[config.mk]
export PLATFORM = sky130hd
export DESIGN_NAME = div_ctrl_flat
export DESIGN_NICKNAME = d
export VERILOG_FILES = /design/src/rtl/div_ctrl_if.sv /design/src/rtl/div_ctrl.sv /design/src/flat_wrapper.sv
export SDC_FILE = /design/constraint.sdc
export NUM_CORES = 1
export LEC_CHECK = 0
export ABC_CLOCK_PERIOD_IN_PS = 5500
export CORE_UTILIZATION = 52
export CTS_CLUSTER_DIAMETER = 150
export CTS_CLUSTER_SIZE = 16
export DETAILED_ROUTE_END_ITERATION = 16
export PLACE_DENSITY = 0.77
export SETUP_SLACK_MARGIN = 0.4
export SYNTH_ARGS = -nofsm -noshare
export SYNTH_HDL_FRONTEND = slang
export SYNTH_SLANG_ARGS = --single-unit
[constraint.sdc]
create_clock -name clk -period 5.5 [get_ports clk]
set_input_delay 1.1 -clock clk [delete_from_list [all_inputs] [get_ports clk]]
set_output_delay 1.1 -clock clk [all_outputs]
set_load 0.01 [all_outputs]
[src/rtl/div_ctrl_if.sv]
// Execute-stage <-> divide sequencer handshake bundle.
// Carries the operands, the start/annul controls and the {remainder, quotient} result.
interface div_ctrl_if #(
    parameter int WIDTH = 32
);
    logic               start_i;
    logic               annul_i;
    logic               signed_div_i;
    logic [WIDTH-1:0]   operand_1_i;
    logic [WIDTH-1:0]   operand_2_i;
    logic [2*WIDTH-1:0] result_o;
    logic               ready_o;
    logic               stall_req_o;

    modport master (
        output start_i, annul_i, signed_div_i, operand_1_i, operand_2_i,
        input  result_o, ready_o, stall_req_o
    );

    modport slave (
        input  start_i, annul_i, signed_div_i, operand_1_i, operand_2_i,
        output result_o, ready_o, stall_req_o
    );
endinterface

[src/rtl/div_ctrl.sv]
// Multi-cycle restoring divide sequencer for DIV/DIVU.
// It runs one iteration per cycle and produces {remainder, quotient} plus a pipeline stall request.
module div_ctrl #(
    parameter int WIDTH = 32
) (
    input  logic       clk,
    input  logic       rst,
    div_ctrl_if.slave  bus
);
    localparam int CNT_W = $clog2(WIDTH + 1);
    localparam logic [WIDTH-1:0] ONE = {{(WIDTH-1){1'b0}}, 1'b1};

    typedef enum logic [1:0] {
        IDLE    = 2'd0,
        BY_ZERO = 2'd1,
        ON      = 2'd2,
        DONE    = 2'd3
    } state_t;

    state_t             state_r;
    logic [CNT_W-1:0]   cnt_r;
    logic [WIDTH-1:0]   rem_r;
    logic [WIDTH-1:0]   quo_r;
    logic [WIDTH-1:0]   divisor_r;
    logic               neg_q_r;
    logic               neg_rem_r;
    logic [2*WIDTH-1:0] result_r;
    logic               ready_r;

    logic [WIDTH:0]     shifted_s;
    logic [WIDTH+1:0]   trial_s;
    logic [WIDTH-1:0]   quo_fix_s;
    logic [WIDTH-1:0]   rem_fix_s;
    logic               stall_s;

    function automatic logic [WIDTH-1:0] neg2(input logic [WIDTH-1:0] x);
        return (~x) + ONE;
    endfunction

    function automatic logic [WIDTH-1:0] mag(input logic [WIDTH-1:0] x, input logic use_sign);
        return (use_sign && x[WIDTH-1]) ? neg2(x) : x;
    endfunction

    // Trial subtraction, sign fix-up and the stall request.
    always_comb begin
        shifted_s = {rem_r, quo_r[WIDTH-1]};
        trial_s   = {1'b0, shifted_s} - {2'b00, divisor_r};
        quo_fix_s = neg_q_r   ? neg2(quo_r) : quo_r;
        rem_fix_s = neg_rem_r ? neg2(rem_r) : rem_r;
        if (state_r == ON || state_r == BY_ZERO) begin
            stall_s = 1'b1;
        end else if (state_r == IDLE) begin
            stall_s = bus.start_i & ~bus.annul_i;
        end else begin
            stall_s = 1'b0;
        end
    end

    // Sequencer FSM with the datapath registers and registered outputs.
    always_ff @(posedge clk or posedge rst) begin
        if (rst) begin
            state_r   <= IDLE;
            cnt_r     <= {CNT_W{1'b0}};
            rem_r     <= {WIDTH{1'b0}};
            quo_r     <= {WIDTH{1'b0}};
            divisor_r <= {WIDTH{1'b0}};
            neg_q_r   <= 1'b0;
            neg_rem_r <= 1'b0;
            result_r  <= {(2*WIDTH){1'b0}};
            ready_r   <= 1'b0;
        end else if (bus.annul_i) begin
            // Flush wins over both a new request and a finishing divide.
            state_r  <= IDLE;
            cnt_r    <= {CNT_W{1'b0}};
            result_r <= {(2*WIDTH){1'b0}};
            ready_r  <= 1'b0;
        end else begin
            case (state_r)
                IDLE: begin
                    ready_r  <= 1'b0;
                    result_r <= {(2*WIDTH){1'b0}};
                    if (bus.start_i) begin
                        cnt_r     <= {CNT_W{1'b0}};
                        rem_r     <= {WIDTH{1'b0}};
                        quo_r     <= mag(bus.operand_1_i, bus.signed_div_i);
                        divisor_r <= mag(bus.operand_2_i, bus.signed_div_i);
                        neg_q_r   <= bus.signed_div_i &
                                     (bus.operand_1_i[WIDTH-1] ^ bus.operand_2_i[WIDTH-1]);
                        neg_rem_r <= bus.signed_div_i & bus.operand_1_i[WIDTH-1];
                        if (bus.operand_2_i == {WIDTH{1'b0}}) begin
                            state_r <= BY_ZERO;
                        end else begin
                            state_r <= ON;
                        end
                    end else begin
                        state_r <= IDLE;
                    end
                end
                ON: begin
                    if (cnt_r == CNT_W'(WIDTH)) begin
                        result_r <= {rem_fix_s, quo_fix_s};
                        ready_r  <= 1'b1;
                        state_r  <= DONE;
                    end else if (!trial_s[WIDTH+1]) begin
                        rem_r <= trial_s[WIDTH-1:0];
                        quo_r <= {quo_r[WIDTH-2:0], 1'b1};
                        cnt_r <= cnt_r + {{(CNT_W-1){1'b0}}, 1'b1};
                    end else begin
                        rem_r <= shifted_s[WIDTH-1:0];
                        quo_r <= {quo_r[WIDTH-2:0], 1'b0};
                        cnt_r <= cnt_r + {{(CNT_W-1){1'b0}}, 1'b1};
                    end
                end
                BY_ZERO: begin
                    result_r <= {(2*WIDTH){1'b0}};
                    ready_r  <= 1'b1;
                    state_r  <= DONE;
                end
                DONE: begin
                    if (!bus.start_i) begin
                        result_r <= {(2*WIDTH){1'b0}};
                        ready_r  <= 1'b0;
                        state_r  <= IDLE;
                    end else begin
                        state_r <= DONE;
                    end
                end
                default: begin
                    state_r  <= IDLE;
                    result_r <= {(2*WIDTH){1'b0}};
                    ready_r  <= 1'b0;
                end
            endcase
        end
    end

    assign bus.result_o    = result_r;
    assign bus.ready_o     = ready_r;
    assign bus.stall_req_o = stall_s;
endmodule

[src/flat_wrapper.sv]
// flat-port wrapper written by rule: the top's interface ports become plain ports
module div_ctrl_flat 
#(
    parameter int WIDTH = 32
)
  (clk, rst, bus_start_i, bus_annul_i, bus_signed_div_i, bus_operand_1_i, bus_operand_2_i, bus_result_o, bus_ready_o, bus_stall_req_o);
  div_ctrl_if #(.WIDTH(WIDTH)) bus_i ();
  input  logic clk;
  input  logic rst;
  input wire logic [$bits(bus_i.start_i)-1:0] bus_start_i;
  input wire logic [$bits(bus_i.annul_i)-1:0] bus_annul_i;
  input wire logic [$bits(bus_i.signed_div_i)-1:0] bus_signed_div_i;
  input wire logic [$bits(bus_i.operand_1_i)-1:0] bus_operand_1_i;
  input wire logic [$bits(bus_i.operand_2_i)-1:0] bus_operand_2_i;
  output wire logic [$bits(bus_i.result_o)-1:0] bus_result_o;
  output wire logic [$bits(bus_i.ready_o)-1:0] bus_ready_o;
  output wire logic [$bits(bus_i.stall_req_o)-1:0] bus_stall_req_o;
  assign bus_i.start_i = bus_start_i;
  assign bus_i.annul_i = bus_annul_i;
  assign bus_i.signed_div_i = bus_signed_div_i;
  assign bus_i.operand_1_i = bus_operand_1_i;
  assign bus_i.operand_2_i = bus_operand_2_i;
  assign bus_result_o = bus_i.result_o;
  assign bus_ready_o = bus_i.ready_o;
  assign bus_stall_req_o = bus_i.stall_req_o;
  div_ctrl #(.WIDTH(WIDTH)) u_core (.clk(clk), .rst(rst), .bus(bus_i));
endmodule
Word-level counts from Yosys, hierarchy flattened
Cells that the tools add are included.
{"block": "classes", "mul": 0, "n_eq_ne": 10, "muxes": 32, "reduce_logical": 12, "n_addsub": 6, "n_lt_le_gt_ge": 0, "bitwise": 9, "div": 0, "n_shift": 0}
{"op": "32-bit two-way mux", "count": 9}
{"op": "64-bit two-way mux", "count": 3}
{"op": "64-bit case mux with 3 select lines", "count": 1}
{"op": "32-bit by 1-bit adder with 32-bit output (second input constant)", "count": 4}
{"op": "32-bit inverter", "count": 4}
{"op": "32-bit case mux with 2 select lines", "count": 2}
{"op": "33-bit by 32-bit subtractor with 34-bit output", "count": 1}
{"op": "32-bit logical NOT", "count": 1}
{"op": "6-bit two-way mux", "count": 3}
{"op": "3-bit != test (second input constant)", "count": 4}
{"op": "6-bit case mux with 2 select lines", "count": 1}
{"op": "2-bit two-way mux", "count": 5}
{"op": "2-bit case mux with 4 select lines", "count": 1}
{"op": "6-bit by 1-bit adder with 6-bit output (second input constant)", "count": 1}
{"op": "6-bit == test (second input constant)", "count": 1}
{"op": "1-bit two-way mux", "count": 6}
{"op": "3-bit AND reduction", "count": 2}
{"op": "2-bit == test (second input constant)", "count": 2}
{"op": "2-bit != test (second input constant)", "count": 2}
{"op": "1-bit case mux with 4 select lines", "count": 1}
{"op": "4-bit AND reduction", "count": 1}
{"op": "1-bit AND", "count": 3}
{"op": "3-bit nonzero test", "count": 1}
{"op": "2-bit by 1-bit == test with 1-bit output (second input constant)", "count": 1}
{"op": "other kinds (8)", "count": 9}
{"block": "totals", "output_inout_bits": 66, "word_cells": 78, "ram_bits": 0, "latch_bits": 0, "memories": 0, "input_bits": 69, "mem_bits_ro": 0, "ff_bits": 171}

Longest topological paths before layout
Gate-level depths: netlist of the first run.
{"block": "depth", "ltp_word": 6, "depth_mapped": 13}

Worst setup path after synthesis of the first run
No wires, ideal clock.
{"block": "synth_path", "kind": "in2reg", "startpoint": "input bus_operand_1_i[0]", "endpoint": "register u_core.quo_r[30]", "t_arrival_ps": 3338, "t_required_ps": 5365, "setup_time_ps": 135, "slack_ps": 2027, "stages": 10, "path_cell_list": "inv_1 > ha_1 > or3b_2 > or4_1 > nor3_1 > a41oi_1 > xnor2_1 > nor2_1 > a21oi_1 > o21ai_0"}
{"block": "synth_via", "elab_chain_len": 5}
{"element": "start, declared", "line": "flat_wrapper.sv:13", "source": "input wire logic [$bits(bus_i.operand_1_i)-1:0] bus_operand_1_i;"}
{"element": "32-bit inverter", "line": "div_ctrl.sv:37", "source": "return (~x) + ONE;"}
{"element": "32-bit by 1-bit adder with 32-bit output", "line": "div_ctrl.sv:37"}
{"element": "32-bit two-way mux", "line": "div_ctrl.sv:41", "source": "return (use_sign && x[WIDTH-1]) ? neg2(x) : x;"}
{"element": "32-bit two-way mux", "line": "div_ctrl.sv:82", "source": "if (bus.start_i) begin"}
{"element": "32-bit case mux with 2 select lines", "line": "div_ctrl.sv:78", "source": "case (state_r)"}
{"element": "end signal, assigned", "line": "div_ctrl.sv:65", "source": "quo_r <= {WIDTH{1'b0}};"}
{"element": "end signal, assigned", "line": "div_ctrl.sv:85", "source": "quo_r <= mag(bus.operand_1_i, bus.signed_div_i);"}
{"element": "end signal, assigned", "line": "div_ctrl.sv:106", "source": "quo_r <= {quo_r[WIDTH-2:0], 1'b1};"}
{"element": "end, declared", "line": "div_ctrl.sv:23", "source": "logic [WIDTH-1:0] quo_r;"}
Every way passes these cells. The select of a mux whose other input is x is not followed.
A chain may end at the register's enable or synchronous reset.

Final worst setup path of the first run
Ends and elaborated chain as after synthesis.

==> impl_results.md, run 1 <==
- 1st-pass router iterations: 5
- First-pass GRT wire length: 47700 um
- Synthesized instance count: 1357
- Pint: 2.58 mW
- CP Launch Type: primary input
- Seq pwr share: 41.3%
- WL/cell: 16.6 um
- Syn avg cell area: 8.29 um^2
- Final WL: 28700 um
- Iteration-0 DRC count of the detailed router: 774
- Root buffer selected by CTS: clkbuf_16
- Detailed Place HPWL: 21200 um
- Max-cap violation count: 0
- Worst hold path class: register to register
- Antenna Nets Post-Route: 0
- Final net count: 1558
- Die area: 22200 um^2
- Total CTS buffers: 17
- Crit end category: register
- Static Leakage: 5.69 nW
- # rows: 53
- Clk_lat worst skew: 0.44 ns
- Mapped Area: 11300 um^2
- RR Startpoint: u_core.rem_r[3]$_DFFE_PP0P_
- Seq/Total Area, Yosys: 38.0%
- CTS sink cnt: 171
- Fmax: 0.251 GHz
- Clk pwr share: 29.9%
- CTS Hold Bufs: 0
- Post-synth ARST share: 100%
- Clock Path Buffers: 2
- GRT Resource Usage Total: 27.0%
- Slew at the pin with the worst max-slew slack: 1.04 ns
- Worst Hold Depth: 2
- RSZ-0062 raised after global routing: no
- Maximum number of pins on one net before global-route repair: 163
- Die height: 149 um
- Synth-to-Final Area Change: 18.8%
- Post-place instance area: 12800 um^2
- Vias: 10140
- Worst-path clk slew: 0.07 ns
- Initial antenna violation count: 0
- GPL Wtd Cong: 0.904
- Final min period: 3.99 ns
- WHS Endpoint: u_core.bus.result_o[46]$_DFFE_PP0P_
- Worst Reg-to-Reg Cells: 10
- Syn_nets: 1469
- Remaining DRCs: 0
- Worst Path Arrival: 4.27 ns
- Vias/cell: 5.85
- Final std cell area, no fill: 13400 um^2
- R2R setup slack: 1.82 ns
- Min-delay src: u_core.bus.result_o[46]$_DFFE_PP0P_
- Peak supply drop: 0.222 mV
- Chip width: 149 um
- Initial Util: 53.4%
- Total power draw: 4.10 mW
- Comb pwr share: 28.8%
- Final slew viol count: 0
- Setup bufs post-CTS: 0
- Most used DFF post-synth: dfrtp_1
- Switching share of power: 37.0%
- Number of unique standard cell types used by synthesis: 60
- Final setup TNS: 0 ns
- GRT Residual Overflow: 0
- Crit path cell chain: clkdlybuf4s50_1 -> inv_1 -> ha_1 -> or3b_2 -> or4_1 -> nor3_1 -> a41oi_1 -> xnor2_1 -> nor2_1 -> a21oi_1 -> o21ai_0
- Period Utilization, post-route: 72.5%
- Crit Path Class: primary input to register
- Post-synth EDFFs: 0
- Setup ws final: 1.51 ns
- CP max-delay cell: nor3_1
- Diodes inserted: 0
- TritonCTS clock tree: done
- PostCTS Resize Cnt: 0
- Vias in the first global route: 9275
- I/O pin total: 135
- Place WS: 1.16 ns
- # setup viols final: 0
- Number of synthesized register bits: 171
- Share of layout cells above drive strength 1: 4.18%
- Layout Skew: 0.00886 ns
- Synth warn: 0
- Htree depth: 4
- Crit Path Max Fanout: 8
- PortBufs: 134
- Psw: 1.52 mW
- RR Endpoint: u_core.rem_r[13]$_DFFE_PP0P_
- CP Data Required Time: 5.78 ns
- Largest stage delay, worst path: 0.75 ns
- Outcome: complete, no violations
- CORE AREA: 21100 um^2
- Final Hold Vio Count: 0
- Slew margin rel.: 30.4%
- Hold slack: 0.479 ns
- Pwr dens: 306 nW/um^2
-- layer usage --
| metal | global-route usage (%) | up-vias | share of wire [%] |
|---|---|---|---|
| li1 | - | 5017 | - |
| met1 | 41.6 | 4781 | 50 |
| met2 | 39.1 | 323 | 43 |
| met3 | 4.50 | 19 | 6.6 |
| met4 | 6.38 | 0 | 1.0 |
| met5 | 0 | - | 0 |
-- flip-flops by register name (all words and copies together), names as in the netlist --
| signal | count |
|---|---|
| u_core.divisor_r | 32 |
| u_core.rem_r | 32 |
| u_core.cnt_r | 6 |
| u_core.bus.result_o | 64 |
| u_core.quo_r | 32 |
| u_core.neg_q_r | 1 |
| u_core.state_r | 2 |
| u_core.bus.ready_o | 1 |
| u_core.neg_rem_r | 1 |
-- critical path, delay by kind of cell --
family,cells,cell delay (ns)
AOI/OAI and AO/OA,3,0.48
xor gates and xnor gates,1,0.21
adders and majority gates,1,0.17
buffers and inverters,2,0.52
and+or+nand+nor,4,1.81
-- cell type report --
cell class / count / area (um^2)
flip-flops and latches: 171 / 4280
clock inverters: 15 / 170
multi-input cells: 1057 / 6510
repair buffers: 145 / 1440
inverters: 54 / 206
fillers: 1801 / 7720
well taps: 275 / 344
clock buffers: 17 / 425
-- cells in the mapped netlist (8+ instances only) --
cell type,n,area share [%]
clkbuf_1,67,2.2
nor4_1,9,0.50
nor3_1,20,0.89
nor2b_1,8,0.44
a21o_1,13,0.87
a31oi_1,12,0.67
o41ai_1,17,1.3
nor2_1,72,2.4
inv_1,54,1.8
nand2_1,216,7.2
o311ai_0,19,1.5
nand3_1,35,1.6
a21oi_1,81,3.6
mux2i_1,8,0.71
xnor2_1,53,4.1
or3_1,17,0.95
a211oi_1,8,0.53
xor2_1,90,7.0
nand2b_1,12,0.67
o31ai_1,45,3.0
and3_1,11,0.61
or4_1,13,0.87
ha_1,42,4.7
o21ai_0,181,8.1
dfrtp_1,171,38
-- cell families after synthesis --
logic type                 Yosys count  share of synthesized area, %
adders and majority gates           43                          4.85
DFF                                171                          38.0
buffers and inverters              129                          4.33
muxes                                8                         0.712
xor gates and xnor gates           143                          11.1
AOI/OAI and AO/OA                  421                          23.0
and+or+nand+nor                    442                          17.9
-- layout by cell type, fill, tap and decap left out, types with 35 or more instances in the layout --
master,n
o31ai_1,45
o21ai_0,181
inv_1,53
xor2_1,90
xnor2_1,53
nand2_1,216
dfrtp_1,171
ha_1,41
a21oi_1,80
clkdlybuf4s50_1,134
nor2_1,71
nand3_1,35
-- through the flow --
| step | utilization, % | cells |
|---|---|---|
| after floorplan | - | 1357 |
| after global placement | 60.6 | 1702 |
| after detailed placement | 60.6 | 1702 |
| after CTS | 63.4 | 1734 |
| after global routing | 63.4 | 1734 |
| final | 63.4 | 1734 |
-- power groups by stage --
stage          clock, mW  combinational [mW]  sequential [mW]
6_report            1.22                1.18             1.69
5_1_grt             1.29                1.33             1.72
4_1_cts             1.24                1.17             1.68
3_5_place_dp           0                1.16             1.71
3_3_place_gp           0                1.14             1.69
2_1_floorplan          0               0.840             1.62
-- worst max-delay path by stage --
stage | from | endpoint | slack [ns] | depth (start not counted)
after floorplan | bus_operand_1_i[0] | u_core.quo_r[30]$_DFFE_PP0P_ | 2.03 | 10
after global placement | bus_operand_1_i[0] | u_core.quo_r[30]$_DFFE_PP0P_ | 1.20 | 11
after detailed placement | bus_operand_1_i[0] | u_core.quo_r[30]$_DFFE_PP0P_ | 1.16 | 11
after CTS | bus_operand_1_i[0] | u_core.quo_r[30]$_DFFE_PP0P_ | 1.60 | 11
after global routing | bus_operand_1_i[1] | u_core.quo_r[24]$_DFFE_PP0P_ | 1.30 | 11
final | bus_operand_1_i[0] | u_core.quo_r[30]$_DFFE_PP0P_ | 1.51 | 11
No activity file was read; power rests on OpenSTA's default activity.
==> run 2, diff against run 1 <==
--- a/config.mk
+++ b/config.mk
@@ -5,12 +5,12 @@
 export SDC_FILE = /design/constraint.sdc
 export NUM_CORES = 1
 export LEC_CHECK = 0
-export ABC_CLOCK_PERIOD_IN_PS = 5500
+export ABC_CLOCK_PERIOD_IN_PS = 4200
 export CORE_UTILIZATION = 52
 export CTS_CLUSTER_DIAMETER = 150
 export CTS_CLUSTER_SIZE = 16
 export DETAILED_ROUTE_END_ITERATION = 16
-export PLACE_DENSITY = 0.77
+export PLACE_DENSITY = 0.74
 export SETUP_SLACK_MARGIN = 0.4
 export SYNTH_ARGS = -nofsm -noshare
 export SYNTH_HDL_FRONTEND = slang
==> constraint.sdc (replaced) <==
create_clock -name clk -period 4.2 [get_ports clk]
set_input_delay 0.84 -clock clk [delete_from_list [all_inputs] [get_ports clk]]
set_output_delay 0.84 -clock clk [all_outputs]
set_load 0.01 [all_outputs]
==> impl_results.md, run 2 (same netlist as run 1, synthesis figures left out) <==
- I/O pin total: 135 (unchanged)
- Slew margin rel.: 29.9% (-0.47 points)
- CTS sink cnt: 171 (unchanged)
- Peak supply drop: 0.365 mV (+65%)
- CORE AREA: 21100 um^2 (unchanged)
- Setup bufs post-CTS: 0 (unchanged)
- Maximum number of pins on one net before global-route repair: 172 (+5.5%)
- # setup viols final: 0 (unchanged)
- Static Leakage: 5.76 nW (+1.1%)
- Worst Path Arrival: 3.81 ns (-0.46 ns)
- Clock Path Buffers: 2 (unchanged)
- GRT Residual Overflow: 0 (unchanged)
- PortBufs: 134 (unchanged)
- Die area: 22200 um^2 (unchanged)
- Buffers and inverters on the worst path: 1 (-1)
- WL/cell: 16.5 um (-0.54%)
- Largest register FFs: 64 (unchanged)
- Crit Path Max Fanout: 5 (-3)
- CP Launch Type: register
- CP max-delay cell: or3b_2
- Clk_lat worst skew: 0.44 ns (about the same)
- Final net count: 1569 (+0.71%)
- Total power draw: 5.38 mW (+31%)
- Total CTS buffers: 17 (unchanged)
- Crit end category: register
- Remaining DRCs: 0 (unchanged)
- Fmax: 0.284 GHz
- GPL Wtd Cong: 0.896 (-0.80%)
- Final min period: 3.52 ns
- TritonCTS clock tree: done
- Worst-path clk slew: 0.07 ns (about the same)
- Final Hold Vio Count: 0 (unchanged)
- RSZ-0062 raised after global routing: no
- Crit Path Class: register to register
- Final slew viol count: 0 (unchanged)
- Commonest non-fill, non-tap cell in the layout: nand2_1
- Period Utilization, post-route: 83.8%
- Initial Util: 53.4% (unchanged)
- Root buffer selected by CTS: clkbuf_16
- Detailed Place HPWL: 20900 um (-1.3%)
- Chip width: 149 um (unchanged)
- Slew at the pin with the worst max-slew slack: 1.05 ns (+0.00709 ns)
- First-pass GRT wire length: 47000 um (-1.6%)
- Final WL: 28800 um (about the same)
- Final setup TNS: 0 ns (unchanged)
- Vias/cell: 5.83 (-0.29%)
- Crit path cell chain: inv_1 -> ha_1 -> or3b_2 -> or4_1 -> or3_1 -> nor3_1 -> nand3_1 -> o31ai_1 -> xor2_1 -> o31ai_1
- Worst hold path class: register to register
- Diodes inserted: 0 (unchanged)
- Die height: 149 um (unchanged)
- GRT Resource Usage Total: 26.7% (-0.26 points)
- Layout Skew: 0.0105 ns (+0.00161 ns)
- Vias in the first global route: 9030 (-2.6%)
- CTS Hold Bufs: 0 (unchanged)
- Initial antenna violation count: 0 (unchanged)
- Htree depth: 4 (unchanged)
- Crit-path most repeated cell: o31ai_1
- PostCTS Resize Cnt: 0 (unchanged)
- Iteration-0 DRC count of the detailed router: 754 (-2.6%)
- Share of layout cells above drive strength 1: 4.90% (+0.72 points)
- Synth-to-Final Area Change: 19.9%
- Vias: 10175 (+0.35%)
- Pwr dens: 399 nW/um^2 (+30%)
- Commonest cells after routing, fill and taps aside: 216 x nand2_1, 181 x o21ai_0, 171 x dfrtp_1
- # rows: 53 (unchanged)
- Max-cap violation count: 0 (unchanged)
- CP Data Required Time: 4.49 ns (-1.29 ns)
- Family with the most delay on the worst path: simple AND/OR/NAND/NOR gates
- Largest stage delay, worst path: 0.48 ns (-0.27 ns)
- 1st-pass router iterations: 5 (unchanged)
- Outcome: complete, no violations
- Antenna Nets Post-Route: 0 (unchanged)
==> run 2: changes by cell type in the layout (fill, tap and decap cells not counted), sizes merged <==
cell / change
buf: +11
inv: -2
bufinv: -1
clkinvlp: -1
clkinv: +4
==> run 2: area by class of cell <==
class                      count  area (um^2)
clock buffer                  17          425
timing repair buffer         156         1530
tap                          275          344
sequential                   171         4280
fill                        1861         7600
multi-input combinational   1057         6510
clock inverter                15          191
inverter                      54          206
==> run 2: power by group <==
| part | total, mW | switching [mW] | leakage, nW | internal (mW) |
|---|---|---|---|---|
| clock | 1.61 | 0.800 | 0.298 | 0.814 |
| sequential | 2.21 | 0.328 | 2.29 | 1.88 |
| combinational | 1.56 | 0.906 | 3.17 | 0.651 |
| total | 5.38 | 2.03 | 5.76 | 3.35 |
==> run 2: per-stage QoR <==
step / cell area [um^2] / worst slack (ns) / hold slack (ns) / instances / utilization (%)
CTS: 13500 / 0.703 / 0.485 / 1745 / 63.9
floorplan: 11300 / 0.987 / 0.450 / 1357 / -
global route: 13500 / 0.461 / 0.500 / 1745 / 63.9
global placement: 12900 / 0.441 / 0.460 / 1713 / 61.0
finish: 13500 / 0.681 / 0.480 / 1745 / 63.9
detailed placement: 12900 / 0.410 / 0.468 / 1713 / 61.0
==> run 2: final timing paths <==
check / startpoint / to / slack, ns / cells past startpoint
min in group asynchronous: rst / u_core.cnt_r[0]$_DFFE_PP0P_ / 0.89 / 3
max reg2reg: u_core.quo_r[0]$_DFFE_PP0P_ / u_core.bus.result_o[30]$_DFFE_PP0P_ / 0.68 / 10
min reg2reg: u_core.bus.result_o[0]$_DFFE_PP0P_ / u_core.bus.result_o[0]$_DFFE_PP0P_ / 0.48 / 2
max in group asynchronous: rst / u_core.bus.result_o[30]$_DFFE_PP0P_ / 2.43 / 3
min: u_core.bus.result_o[0]$_DFFE_PP0P_ / u_core.bus.result_o[0]$_DFFE_PP0P_ / 0.48 / 2
max: u_core.quo_r[0]$_DFFE_PP0P_ / u_core.bus.result_o[30]$_DFFE_PP0P_ / 0.68 / 10
==> run 2: metal layers <==
layer,vias up,global-route usage [%],routed length [um]
met4,0,6.28,295
met2,334,38.7,12300
met5,-,0,0
li1,5034,-,-
met1,4785,41.6,14500
met3,22,3.88,1680
==> run 2: tightest hold or removal path: cells and delay by family (launching register included) <==
kind | cells | cell delay [ns]
DFF | 1 | 0.35
and+or+nand+nor | 1 | 0.05
AOI/OAI and AO/OA | 1 | 0.05
